$ cat src/rtl/rotate_issue_unit.sv
// Command stage for an external 8-bit left-rotate shifter: registers operand/amount,
// captures the shifter result one cycle later and queues it in a small result FIFO.
module rotate_issue_unit #(
    parameter int DEPTH = 2,
    parameter int CNT_W = 8
) (
    input  logic             clk,
    input  logic             reset,
    input  logic             in_valid,
    output logic             in_ready,
    input  logic [7:0]       in_data,
    input  logic [2:0]       in_amt,
    input  logic             in_dir,
    output logic [7:0]       sh_a,
    output logic [2:0]       sh_b,
    input  logic [7:0]       sh_out,
    output logic             out_valid,
    input  logic             out_ready,
    output logic [7:0]       out_data,
    output logic             busy,
    output logic [CNT_W-1:0] ops_done
);

    localparam int PTR_W = (DEPTH > 1) ? $clog2(DEPTH) : 1;
    localparam logic [PTR_W:0] FULL = (PTR_W + 1)'(DEPTH);

    typedef enum logic {IDLE, ISSUE} state_t;

    state_t           state, state_nxt;
    logic [7:0]       mem [DEPTH];
    logic [PTR_W-1:0] rd_ptr, wr_ptr;
    logic [PTR_W:0]   count;
    logic             accept, wr_en, pop;

    // A right rotate by n is a left rotate by (8 - n) mod 8.
    function automatic logic [2:0] left_amt(input logic [2:0] amt, input logic dir);
        return dir ? (3'd0 - amt) : amt;
    endfunction

    always_comb begin
        state_nxt = state;
        in_ready  = 1'b0;
        busy      = 1'b0;
        accept    = 1'b0;
        wr_en     = 1'b0;
        case (state)
            IDLE: begin
                // Checking space here reserves the slot the ISSUE write will use.
                in_ready = (count < FULL);
                accept   = in_valid && in_ready;
                if (accept) state_nxt = ISSUE;
            end
            ISSUE: begin
                busy      = 1'b1;
                wr_en     = 1'b1;
                state_nxt = IDLE;
            end
            default: state_nxt = IDLE;
        endcase
    end

    assign out_valid = (count != '0);
    assign pop       = out_valid && out_ready;
    assign out_data  = out_valid ? mem[rd_ptr] : 8'd0;

    always_ff @(posedge clk or posedge reset) begin
        if (reset) state <= IDLE;
        else       state <= state_nxt;
    end

    // Stage p0: command registers driving the shifter
    always_ff @(posedge clk or posedge reset) begin
        if (reset) begin
            sh_a <= 8'd0;
            sh_b <= 3'd0;
        end else if (accept) begin
            sh_a <= in_data;
            sh_b <= left_amt(in_amt, in_dir);
        end
    end

    // Stage p1: shifter result captured into the FIFO
    always_ff @(posedge clk) begin
        if (wr_en) mem[wr_ptr] <= sh_out;
    end

    always_ff @(posedge clk or posedge reset) begin
        if (reset) begin
            rd_ptr   <= '0;
            wr_ptr   <= '0;
            count    <= '0;
            ops_done <= '0;
        end else begin
            if (wr_en) begin
                wr_ptr   <= wr_ptr + 1'b1;
                ops_done <= ops_done + 1'b1;
            end
            if (pop) rd_ptr <= rd_ptr + 1'b1;
            case ({wr_en, pop})
                2'b10:   count <= count + 1'b1;
                2'b01:   count <= count - 1'b1;
                default: count <= count;
            endcase
        end
    end

endmodule

$ cat config.mk
export PLATFORM = sky130hd
export DESIGN_NAME = rotate_issue_unit
export DESIGN_NICKNAME = d
export VERILOG_FILES = /design/src/rtl/rotate_issue_unit.sv
export SDC_FILE = /design/constraint.sdc
export NUM_CORES = 1
export LEC_CHECK = 0
export ABC_AREA = 1
export CAP_MARGIN = 20
export CORE_UTILIZATION = 49
export CTS_CLUSTER_SIZE = 40
export DETAILED_ROUTE_END_ITERATION = 10
export PLACE_DENSITY = 0.84
export SLEW_MARGIN = 30
export SYNTH_ARGS = -nofsm -noshare
export SYNTH_HDL_FRONTEND = slang
export SYNTH_SLANG_ARGS = --single-unit
$ cat constraint.sdc
create_clock -name clk -period 2.99 [get_ports clk]
set_input_delay 0.299 -clock clk [delete_from_list [all_inputs] [get_ports clk]]
set_output_delay 0.299 -clock clk [all_outputs]
set_load 0.05 [all_outputs]
==> results of run 1 <==
[critical path: cells and delay by family (launching register included)]
kind / cells / cell delay (ns)
DFF: 1 / 0.51
and+or+nand+nor: 1 / 0.08
AOI/OAI and AO/OA: 1 / 0.14
buffers and inverters: 2 / 1.08
[layer usage]
metal | GRT usage, % | up-vias | share of wire (%)
li1 | - | 652 | -
met1 | 23.7 | 603 | 44
met2 | 32.6 | 44 | 49
met3 | 4.83 | 5 | 6.1
met4 | 9.09 | 0 | 1.5
met5 | 0 | - | 0
[through the flow]
stage / util [%] / total power [mW] / hold WS [ns] / cell area [sq um] / cells
final: 69.4 / 2.65 / 0.308 / 2320 / 277
after global routing: 69.4 / 2.82 / 0.355 / 2320 / 277
after CTS: 69.4 / 2.67 / 0.457 / 2320 / 277
after detailed placement: 67.9 / 2.41 / 0.469 / 2260 / 269
after global placement: 67.9 / 2.38 / 0.462 / 2260 / 269
after floorplan: - / 1.94 / 0.314 / 1710 / 174
[registers in the layout (all words and copies together) (netlist names)]
register  cells
mem          16
state         1
count         2
sh_a          8
wr_ptr        1
rd_ptr        1
ops_done      8
sh_b          3
[cells by family after synthesis]
kind of cell	after synthesis	synth area share, %
AO/OA/AOI/OAI	11	3.36
XOR/XNOR	6	3.07
adder cells (fa/ha/maj)	3	2.19
buffers and inverters	24	6.43
flip-flops	40	63.2
AND/OR/NAND/NOR	90	21.8
[Yosys cell counts]
cell type | number | area (sq um)
nand2_1 | 71 | 267
nor2_1 | 5 | 18.8
nor2_2 | 3 | 18.8
nand3_1 | 5 | 25.0
inv_2 | 1 | 3.75
xnor2_1 | 1 | 8.76
buf_2 | 1 | 5.00
nand4_1 | 1 | 6.26
or2_2 | 1 | 6.26
buf_6 | 2 | 22.5
inv_1 | 19 | 71.3
o21bai_1 | 1 | 7.51
nand3b_1 | 1 | 7.51
dfrtp_1 | 24 | 601
xor2_1 | 5 | 43.8
o21ai_0 | 2 | 10.0
nor2_4 | 1 | 11.3
buf_4 | 1 | 7.51
a21oi_1 | 8 | 40.0
nand2_2 | 2 | 12.5
ha_1 | 3 | 37.5
edfxtp_1 | 16 | 480
[area by class of cell]
class / instances / area, sq um
Sequential cell: 40 / 1080
Fill cell: 258 / 1020
Timing Repair Buffer: 53 / 531
Multi-Input combinational cell: 110 / 520
Inverter: 20 / 75.1
Tap cell: 46 / 57.6
Clock buffer: 6 / 41.3
Clock inverter: 2 / 11.3
[final timing paths]
check,depth (start not counted),slack [ns],to
worst max register to register,2,1.35,mem[0][1]$_DFFE_PP_
min in group clk,3,0.49,sh_a[6]$_DFFE_PP0P_
worst min register to register,2,0.49,sh_a[5]$_DFFE_PP0P_
max in group asynchronous,2,2.28,ops_done[0]$_DFFE_PP0P_
worst min-delay path,2,0.31,ops_done[7]$_DFFE_PP0P_
worst max-delay path,4,0.54,out_data[4]
[power by group through the flow]
stage	Combinational, mW	Clock [mW]	Sequential, mW
final	1.49	0.259	0.904
after global routing	1.60	0.291	0.930
after CTS	1.50	0.266	0.906
after detailed placement	1.50	0	0.912
after global placement	1.47	0	0.910
after floorplan	0.686	0	1.25
==> results_dict.tcl, run 1 <==
set metrics [dict create \
    hold_path.class "input pin to async pin" \
    final_cell_mix "nand2_1, clkdlybuf4s50_1, dfrtp_1, inv_1, edfxtp_1" \
    start_kind "register" \
    synthToLayoutAreaGrowth_pct 35.4 \
    crit_required_ns 2.69 \
    avgSynthCellArea_sq_um 9.84 \
    worstSkewPairLatency_ns 0.34 \
    dr.pass1.iters 7 \
    cap_violations 0 \
    synth-seq-cells 40 \
    start_util_pct 51.3 \
    grt_pass1_wl_um 5160 \
    dp_slack_ns 0.902 \
    cts.sink_count 40 \
    gp_congestion 0.713 \
    clkTransAtPathRegs_ns 0.12 \
    rows 21 \
    intPower_mw 1.33 \
    r2r-start "state$_DFF_PP0_" \
    grt_max_degree 25 \
    period_share_pct 81.9 \
    grt_pass1_vias 1236 \
    p_comb_share_pct 56.1 \
    slew_headroom_pct 44.3 \
    post_cts_buffers 0 \
    routedWlPerCell_um 11.6 \
    final_max_slew_viol_count 0 \
    cp_cell_sequence "inv_1 -> nand2_1 -> a21oi_1 -> clkdlybuf4s50_1" \
    max_stage_delay_ns 0.83 \
    final_common_cell "nand2_1" \
    p_leak_nw 1.05 \
    crit_type "register to output port" \
    dpl.hpwl_um 2290 \
    seq_power_share_pct 34.1 \
    layout-drive-gt1-share_pct 6.06 \
    critPathSlowestCell "clkdlybuf4s50_1" \
    drc_errors 2 \
    portBuffers 53 \
    drt-initial-drc-count 46 \
    cts_buffer_depth 2 \
    clock.fmax_mhz 408 \
    layout_setup_ws_ns 0.540 \
    clkPwrFrac_pct 9.8 \
    yosysWarningCount 0 \
    setup_violations 0 \
    finalClockSkew_ns 0.0150 \
    violations "DRC" \
    cts_tree "yes" \
    antenna_found_initial 0 \
    run_status "complete, but fails checks" \
    grt_overflow_total 0 \
    cp.arrival_ns 2.15 \
    startpoint "rd_ptr$_DFFE_PP0P_" \
    switching_power_mw 1.32 \
    vias 1304 \
    fin_nets 257 \
    synth.distinct_cells 22 \
    coreArea_sq_mm 0.00334 \
    ir_drop_mv 0.628 \
    n_antenna_cell 0 \
    h-tree-depth 2 \
    ioPinCount 54 \
    routed_wl_um 3200 \
    dieArea_sq_mm 0.00373 \
    syn_inst 174 \
    cts_resized 0 \
    numCtsBuffers 5 \
    cts_hold_buf 0 \
    power.density_mw_per_mm2 1140 \
    syn-num-nets 201 \
    viasPerCell 4.71 \
    postRouteAntennaNets 0 \
    cp_max_fo 10 \
    track_usage_pct 19.4 \
    die_w_um 61.1 \
    netlist_area_sq_mm 0.00171 \
    yosysSeqAreaShare_pct 63.2 \
    final.min_clock_period_ns 2.45 \
    rsz0062_at_grt "false" \
    die_h_um 61.1 \
    swShare_pct 49.9 \
    worst_pin_slew_ns 0.830 \
    final_hold_viol_count 0 \
    finalSetupTns_ns 0 \
    critical_path.endpoint_type "output port" \
    cts-root-buf "clkbuf_4" \
]
No activity file was read; power rests on OpenSTA's default activity.
==> run 2, diff against run 1 <==
Settings changed: CORE_UTILIZATION 49 to 46, PLACE_DENSITY 0.84 to 0.79.
Clock period 2.99 ns to 2.4 ns, I/O delays scaled along.
==> run 2 against run 1 <==
The flow now finishes without violations. Critical path type unchanged. Final cell count rose by 0.36%. Hold slack got worse by 0.020 ns. Sequential share of layout area fell by 1.5 points. Highest routed layer unchanged.
==> results_dict.tcl, run 2 (synthesis results as in run 1) <==
set metrics [dict create \
    r2r_end "mem[0][3]$_DFFE_PP_" \
    stdcell_area_sq_mm 0.00240 \
    viasPerCell 4.62 \
    dpl.hpwl_um 2250 \
    worst_pin_slew_ns 0.690 \
    cts-root-buf "clkbuf_8" \
    cts.sink_count 40 \
    fillers 278 \
    synthToLayoutAreaGrowth_pct 40.0 \
    routedWlPerCell_um 11.2 \
    post_cts_buffers 0 \
    dr.pass1.iters 4 \
    cp.arrival_ns 2.03 \
    portBuffers 53 \
    r2r_cells 2 \
    gp_congestion 0.714 \
    start_kind "register" \
    die_w_um 63 \
    final_cell_mix "nand2_1, clkdlybuf4s50_1, dfrtp_1, inv_1, edfxtp_1" \
    finalClockSkew_ns 0.00730 \
    final.min_clock_period_ns 2.27 \
    layout-drive-gt1-share_pct 7.33 \
    cp_max_fo 10 \
    seq_power_share_pct 32.2 \
    die_h_um 63 \
    final_max_slew_viol_count 0 \
    cts_tree "yes" \
    track_usage_pct 19.3 \
    cts_buffer_depth 2 \
    start_util_pct 49.7 \
    run_status "finished clean" \
    clock.fmax_mhz 441 \
    coreArea_sq_mm 0.00344 \
    h-tree-depth 2 \
    period_share_pct 94.4 \
    crit_required_ns 2.16 \
    p_comb_share_pct 52.6 \
    antenna_found_initial 0 \
    vias 1284 \
    fin_util_pct 69.6 \
    cap_violations 0 \
    clkTransAtPathRegs_ns 0.08 \
    grt_pass1_wl_um 5880 \
    top_regs "mem: 16 flops, ops_done: 8 flops, sh_a: 8 flops" \
    n_antenna_cell 0 \
    critical_path.endpoint_type "output port" \
    largest-register "mem" \
    drt-initial-drc-count 36 \
    switching_power_mw 1.66 \
    r2r-start "state$_DFF_PP0_" \
    fin_nets 258 \
    cts_resized 0 \
    grt_overflow_total 0 \
    final_common_cell "nand2_1" \
    drc_errors 0 \
    dieArea_sq_mm 0.00397 \
    setup_violations 0 \
    hold_path.class "input pin to async pin" \
    ir_drop_mv 0.831 \
    rows 21 \
    power.density_mw_per_mm2 1460 \
    swShare_pct 47.3 \
    largest_reg_flops 16 \
    p_total_mw 3.50 \
    ioPinCount 54 \
    worstSkewPairLatency_ns 0.29 \
    grt_pass1_vias 1330 \
    numCtsBuffers 5 \
    rrSetupSlack_ns 0.77 \
    grt_max_degree 25 \
    crit_type "register to output port" \
    finalSetupTns_ns 0 \
    cts_hold_buf 0 \
    rsz0062_at_grt "false" \
    final_hold_viol_count 0 \
    postRouteAntennaNets 0 \
    whs_ns 0.288 \
    clkPwrFrac_pct 15.2 \
    routed_wl_um 3110 \
    dpl-instance-area_sq_mm 0.00227 \
    intPower_mw 1.85 \
    slew_headroom_pct 53.8 \
    p_leak_nw 1.15 \
]
==> run 2: changes by cell type in the layout (fill, tap and decap cells not counted), moves of 2 or more <==
cell / delta
clkbuf_4: -5
clkbuf_8: +5
clkdlybuf4s50_1: -5
clkinv_1: -2
dlymetal6s2s_1: +5
==> run 2: how the worst max path moves through the flow <==
stage                             startpoint           to  slack, ns  cells past startpoint
after floorplan           rd_ptr$_DFFE_PP0P_  out_data[0]       0.68                      4
after global placement    rd_ptr$_DFFE_PP0P_  out_data[2]       0.45                      4
after detailed placement  rd_ptr$_DFFE_PP0P_  out_data[2]       0.40                      4
after CTS                 rd_ptr$_DFFE_PP0P_  out_data[2]       0.09                      4
after global routing      rd_ptr$_DFFE_PP0P_  out_data[4]      0.007                      4
final                     rd_ptr$_DFFE_PP0P_  out_data[3]       0.13                      4
==> run 2: metrics by stage <==
stage,std cells,worst slack [ns]
after CTS,278,0.0852
final,278,0.134
after global routing,278,0.00678
after floorplan,174,0.681
after detailed placement,270,0.404
after global placement,270,0.455
==> run 2: final cells by class <==
class	instances	area, sq um	area share, %
clock buffers	5	68.8	2.87
clock inverters	3	42.5	1.78
multi-input cells	110	520	21.7
repair buffers	54	551	23.0
well taps	46	57.6	2.40
flip-flops and latches	40	1080	45.1
inverters	20	75.1	3.13
==> run 2: worst max-delay path, stage by stage (launching register included) <==
cell	delay, ns
dfrtp_1	0.49
inv_1	0.24
nand2_1	0.08
a21oi_1	0.13
clkdlybuf4s50_1	0.81
==> run 2: power by group through the flow <==
stage	Clock, mW	Combinational, mW	Sequential, mW
global placement	0	1.84	1.14
CTS	0.543	1.86	1.13
finish	0.532	1.84	1.13
global route	0.579	1.98	1.16
floorplan	0	0.855	1.56
detailed placement	0	1.86	1.14
==> run 2: layer usage <==
metal / routed length, um / part of all wire, % / track usage, % / vias up
met3: 233 / 7.5 / 7.12 / 6
li1: - / - / - / 652
met4: 42 / 1.3 / 6.40 / 0
met5: 0 / 0 / 0 / -
met2: 1450 / 47 / 32.1 / 41
met1: 1390 / 45 / 22.8 / 585
==> run 3, diff against run 2 <==
Settings changed: CORE_MARGIN from default to 1.
==> results of run 3 <==
The final DEF is identical to that of run 2; final timing and power are the same.
